### src/rtl/vote_frame_collector.sv
// Serial-to-parallel vote collector: gathers N vote bits (bit 0 first) into a
// frame and holds it on frame_out under a valid/ready handshake.
module vote_frame_collector #(
  parameter int N = 8
) (
  input  logic                       clk,
  input  logic                       rst_n,
  input  logic                       bit_in,
  input  logic                       bit_valid,
  output logic                       bit_ready,
  input  logic                       flush,
  output logic [N-1:0]               frame_out,
  output logic                       frame_valid,
  input  logic                       frame_ready,
  output logic [$clog2(N+1)-1:0]     bit_count,
  output logic [7:0]                 frame_count,
  output logic                       dbg_state
);

  localparam int CW = $clog2(N+1);

  // Handshakes: a transfer happens on a rising edge where valid && ready were
  // both high during the preceding cycle; ready never depends on valid.
  typedef enum logic {
    COLLECT = 1'b0,
    FULL    = 1'b1
  } state_e;

  state_e          state_q, state_d;
  logic [N-1:0]    frame_q, frame_d;
  logic [CW-1:0]   count_q, count_d;
  logic [7:0]      fcount_q, fcount_d;

  always_comb begin
    state_d  = state_q;
    frame_d  = frame_q;
    count_d  = count_q;
    fcount_d = fcount_q;
    case (state_q)
      COLLECT: begin
        // Flush wins over a vote presented in the same cycle.
        if (flush) begin
          frame_d = '0;
          count_d = '0;
        end else if (bit_valid) begin
          for (int i = 0; i < N; i++) begin
            if (CW'(i) == count_q) frame_d[i] = bit_in;
          end
          if (count_q == CW'(N - 1)) begin
            state_d = FULL;
            count_d = CW'(N);
          end else begin
            count_d = count_q + CW'(1);
          end
        end
      end
      FULL: begin
        if (frame_ready) begin
          state_d  = COLLECT;
          frame_d  = '0;
          count_d  = '0;
          fcount_d = fcount_q + 8'd1;
        end
      end
      default: state_d = COLLECT;
    endcase
  end

  always_ff @(posedge clk or negedge rst_n) begin
    if (!rst_n) begin
      state_q  <= COLLECT;
      frame_q  <= '0;
      count_q  <= '0;
      fcount_q <= '0;
    end else begin
      state_q  <= state_d;
      frame_q  <= frame_d;
      count_q  <= count_d;
      fcount_q <= fcount_d;
    end
  end

  assign bit_ready   = (state_q == COLLECT);
  assign frame_valid = (state_q == FULL);
  assign frame_out   = frame_q;
  assign bit_count   = count_q;
  assign frame_count = fcount_q;
  assign dbg_state   = state_q;

endmodule

### config.mk
export PLATFORM = sky130hd
export DESIGN_NAME = vote_frame_collector
export DESIGN_NICKNAME = d
export VERILOG_FILES = /design/src/rtl/vote_frame_collector.sv
export SDC_FILE = /design/constraint.sdc
export NUM_CORES = 1
export LEC_CHECK = 0
export BUFFER_PORTS_ARGS = -buffer_cell sky130_fd_sc_hd__buf_4
export CORE_MARGIN = 5
export CORE_UTILIZATION = 51
export DETAILED_ROUTE_END_ITERATION = 8
export PLACE_DENSITY = 0.88
export SLEW_MARGIN = 20
export SYNTH_ARGS = -nofsm -noshare
export SYNTH_HDL_FRONTEND = slang
export SYNTH_SLANG_ARGS = --single-unit
### constraint.sdc
create_clock -name clk -period 2 [get_ports clk]
set_input_delay 0.2 -clock clk [delete_from_list [all_inputs] [get_ports clk]]
set_output_delay 0.2 -clock clk [all_outputs]
set_load 0.05 [all_outputs]
# Word level (Yosys, flattened, before mapping)
# Index checks and enable logic that the tools add are counted.
totals:
  regBits: 21
  in_bits: 6
  out_inout_bits: 23
  elab_cells: 65
op_classes:
  n_addsub: 2
  n_eq_ne: 18
  mux: 22
  bitwise_logic: 1
  n_reduce_logical: 11
ops:
  columns: ["op", "n"]
  rows:
  - ["$mux W8", 3]
  - ["$ne A3 B1 Y1 const B", 8]
  - ["$reduce_and A3 Y1", 8]
  - ["$eq A3 B4 Y1 const A", 4]
  - ["$mux W4", 4]
  - ["$pmux W8 S2", 1]
  - ["$mux W1", 12]
  - ["$add A8 B1 Y8 const B", 1]
  - ["$eq A2 B4 Y1 const A", 2]
  - ["$pmux W4 S2", 1]
  - ["$add A4 B1 Y4 const B", 1]
  - ["$eq A1 B4 Y1 const A", 1]
  - ["$eq A4 B3 Y1 const B", 1]
  - ["$logic_not A4 Y1", 1]
  - ["$reduce_and A2 Y1", 2]
  - ["$ne A3 B2 Y1 const B", 1]
  - ["$ne A2 B2 Y1 const B", 1]
  - ["$pmux W1 S2", 1]
  - ["$not A1 Y1", 1]

# Longest topological paths before layout
depth:
  word_depth: 5
  depth_mapped: 5
  depth_no_buf: 4

# Least setup slack after synthesis
# OpenSTA, ideal clock, no wires.
synth_timing:
  kind: "register to register"
  startpoint: "register count_q[0] (netlist: bit_count[0])"
  endpoint: "register frame_q[7] (netlist: frame_out[7])"
  setup_time_ps: 128
  t_arrival_ps: 1713
  required_ps: 1872
  setup_slack_ps: 159
  stages_incl_launch_ff: 5
  path_buffers: 0
  synth_period_minus_slack_ps: 1841
  cell_sequence: "dfrtp_1 -> ha_1 -> nand3b_1 -> a211oi_1 -> mux2_1"
synth_between:
  elab_chain_cells: 3
synth_lines:
  columns: ["element", "line_no", "text"]
  rows:
  - ["start, declared", "31", "logic [CW-1:0] count_q, count_d;"]
  - ["start signal, assigned", "78", "count_q <= count_d;"]
  - ["$eq A3 B4 Y1", "47", "if (CW'(i) == count_q) frame_d[i] = bit_in;"]
  - ["$ne A3 B1 Y1 (no line)", null, null]
  - ["$reduce_and A3 Y1 (no line)", null, null]
  - ["end signal, assigned", "77", "frame_q <= frame_d;"]
  - ["end, declared", "30", "logic [N-1:0] frame_q, frame_d;"]
# Every way passes these cells.
# A chain may end at the register's enable or synchronous reset.

# Worst setup path after layout
layout_timing:
  startpoint: "register count_q[1] (netlist: bit_count[1])"
  endpoint: "register frame_q[7] (netlist: frame_out[7])"
# The elaborated chain is that of the path after synthesis.

==> implementation parameters <==
Parameter                              Value

Status
  Status    complete, no violations

Worst setup path
  Slowest cell on crit path    dfrtp_1
  Element type at the critical path start    flop
  Slack of the worst reg-to-reg path    330 ps
  Source of the worst register-to-register timing path    bit_count[1]
  Cell family with most CP delay    flip-flops
  Crit path to    frame_out[7]
  Start point of the critical path    bit_count[1]
  Req. time, crit path    2200 ps
  CP max FO    7
  Buffers and inverters on the worst path    0
  R2r endpoint    frame_out[7]
  Arrival time at the worst endpoint    1870 ps
  Ordered list of cells on the worst path    ha_1, nand3b_1, a211oi_1, mux2_1
  Number of cells traversed by the worst register-to-register path    4
  Setup CP Type    flop to flop
  CP Depth    4
  Setup crit end kind    flop
  Stage delay of the slowest cell on the critical path    490 ps

Global route
  Antenna violations before repair    0
  Total overflow reported by the global router    0
  Maximum number of pins on one net before global-route repair    22
  Via count of the first global-routing pass    928
  Wire length of the first global-routing pass    4.03 mm
  All-Layer GR Usage    0.157

Synth
  Number of synthesized register bits    21
  Number of warnings printed during yosys synthesis    0
  Number of distinct library cell variants in the gate-level netlist after synthesis    35
  Net count after synthesis    107
  Top cells by count, synth    dfrtp_1 (21), nand2_1 (8), nand4_1 (7), xnor2_1 (7)
  Sequential cell area fraction in the yosys report    0.473
  Most used flip-flop cell after synthesis    dfrtp_1
  Share of the synthesized area in the top cell type    0.473
  Largest cells by area after synthesis    dfrtp_1 (47%), ha_1 (5.6%), xnor2_1 (5.5%), mux2_1 (5.1%), nand4_1 (3.9%)
  Synthesized instance count    96
  Most numerous cell in the Yosys netlist    dfrtp_1
  Average instance area after synthesis    11.6 sq um
  Count of flip-flops with a built-in enable after synthesis    0
  Leading area contributor after synthesis    dfrtp_1
  Summed instance area of the synthesized netlist    1110 sq um
  Ys async rst share    1.00

Pwr
  Pwr Total    832 uW
  P_leak    0.672 nW
  Maximum resistive drop on vdd    0.482 mV
  Power per standard cell area    613 nW/um^2

Timing
  Slew at the pin closest to its max-slew limit    382 ps
  Final worst-path cycle share    0.833
  Max-slew headroom    0.745
  Count of final hold-check violations    0
  Highest achievable clock rate    0.600 GHz
  Final critical path time including I/O delays and setup    1670 ps
  Setup violators final    0
  Unrepaired setup endpoints after global routing    false
  Maximum clock skew at final layout    9.83 ps
  Total Neg Setup Slack    0 ps
  Number of max-slew violations in the final report    0

Routing
  Metal3 WL    157 um
  Remaining number of nets flagged by the antenna check after routing    0
  Avg Vias per Cell    5.52
  Routed len/inst    14.9 um
  Uppermost layer routed    met4
  Count of routing violations after the opening detailed-route iteration    19
  DRC Markers    0
  Wl on met1    910 um
  Via count    833
  First-pass iteration count of the detailed router    4
  Routed wl met2    1.15 mm
  Wirelength, routed    2.26 mm

Clocking
  Clock Path Buffers    2
  TritonCTS clock tree    done
  Total CTS buffers    3
  # hold bufs at CTS    1
  CTS root buf    clkbuf_4
  Gates resized, CTS repair    0
  Worst-skew pair later-pin latency    310 ps
  Number of H-tree branching levels    1
  Number of sinks driven by the clock tree    21
  Clock slew at the register clock pins of the worst setup and hold paths    120 ps
  Post CTS Setup Buffer Count    0

Cells and area
  Area overhead of the layout relative to synthesis    22.2%
  Final core utilization    0.671
  Post-Layout Inst Area    1360 sq um
  # diodes    0
  Share of cells above drive strength 1    0.298
  Number of cells in the finished layout apart from fillers    151
  Total number of nets in the final design    136

Die
  Starting Density    0.550
  Die Span X    56.7 um
  I/O pins    29
  Site row count    16
  Y dimension of the die    56.7 um
  Floorplan Core Area    2020 sq um
  DIE AREA    3210 sq um

Placement
  Cell area after placement    1320 sq um
  DP Cell Count    146
  Routability-driven placement congestion ratio    0.799
  Final HPWL DP    1.77 mm
  I/O Buffers    28

Run
  Max-Cap Viols    0

Hold path
  Tightest Hold Check Type    input port to flop
  Hold Startpoint    frame_ready
per-stage QoR:
stage	hold slack (ps)	setup slack, ps
3_3_place_gp	94.9	324
4_1_cts	81.8	315
2_1_floorplan	-95.6	159
6_report	88.0	334
3_5_place_dp	97.9	338
5_1_grt	101	190
worst min path at each step:
stage,slack (ps),cells past startpoint,to
after floorplan,-100,0,bit_count[0]
after global placement,90,1,bit_count[3]
after detailed placement,100,1,bit_count[0]
after CTS,80,2,bit_count[2]
after global routing,100,2,bit_count[2]
final,90,2,bit_count[2]
routing by layer:
metal / up-vias / track usage
met2: 31 / 0.277
met3: 8 / 0.0413
met5: - / 0
met1: 393 / 0.172
li1: 401 / -
met4: 0 / 0.0780
worst reg2reg max path: stages, from the launching register on:
cell	delay, ps
dfrtp_1	490
ha_1	270
nand3b_1	140
a211oi_1	330
mux2_1	350
power by group:
group | switching [mW] | internal (mW) | total, mW
logic | 0.111 | 0.0576 | 0.169
registers | 0.0172 | 0.442 | 0.459
clock network | 0.126 | 0.0778 | 0.204
sequential cells by signal, indices dropped and copies added, names as in the netlist:
| signal | cells |
|---|---|
| dbg_state | 1 |
| bit_count | 4 |
| frame_count | 8 |
| frame_out | 8 |
area by class of cell:
cell class                 instances  area (sq um)
timing repair buffer              29           220
inverter                           4          15.0
clock buffer                       4          26.3
tap                               27          33.8
sequential                        21           526
multi-input combinational         66           537
fill                             166           664
cells in the final DEF (no fill, tap or decap), types with 2 or more instances in the layout:
cell type,n
a41oi_1,4
and3_1,2
buf_4,28
clkbuf_4,3
dfrtp_1,21
ha_1,5
inv_1,4
mux2_1,5
mux2i_1,4
nand2_1,8
nand4_1,7
nor2_1,2
nor2b_1,2
xnor2_1,7
kinds of logic (layout without fill, tap and decap cells):
logic type,count (synthesis),in the layout,share of synthesized area
AND/OR/NAND/NOR,30,30,0.161
flip-flops,21,21,0.473
AO/OA/AOI/OAI,12,12,0.0923
multiplexers,11,11,0.110
buffers and inverters,9,37,0.0439
XOR/XNOR,8,8,0.0631
adder cells (fa/ha/maj),5,5,0.0563
Power figures use the tool's default switching activity.
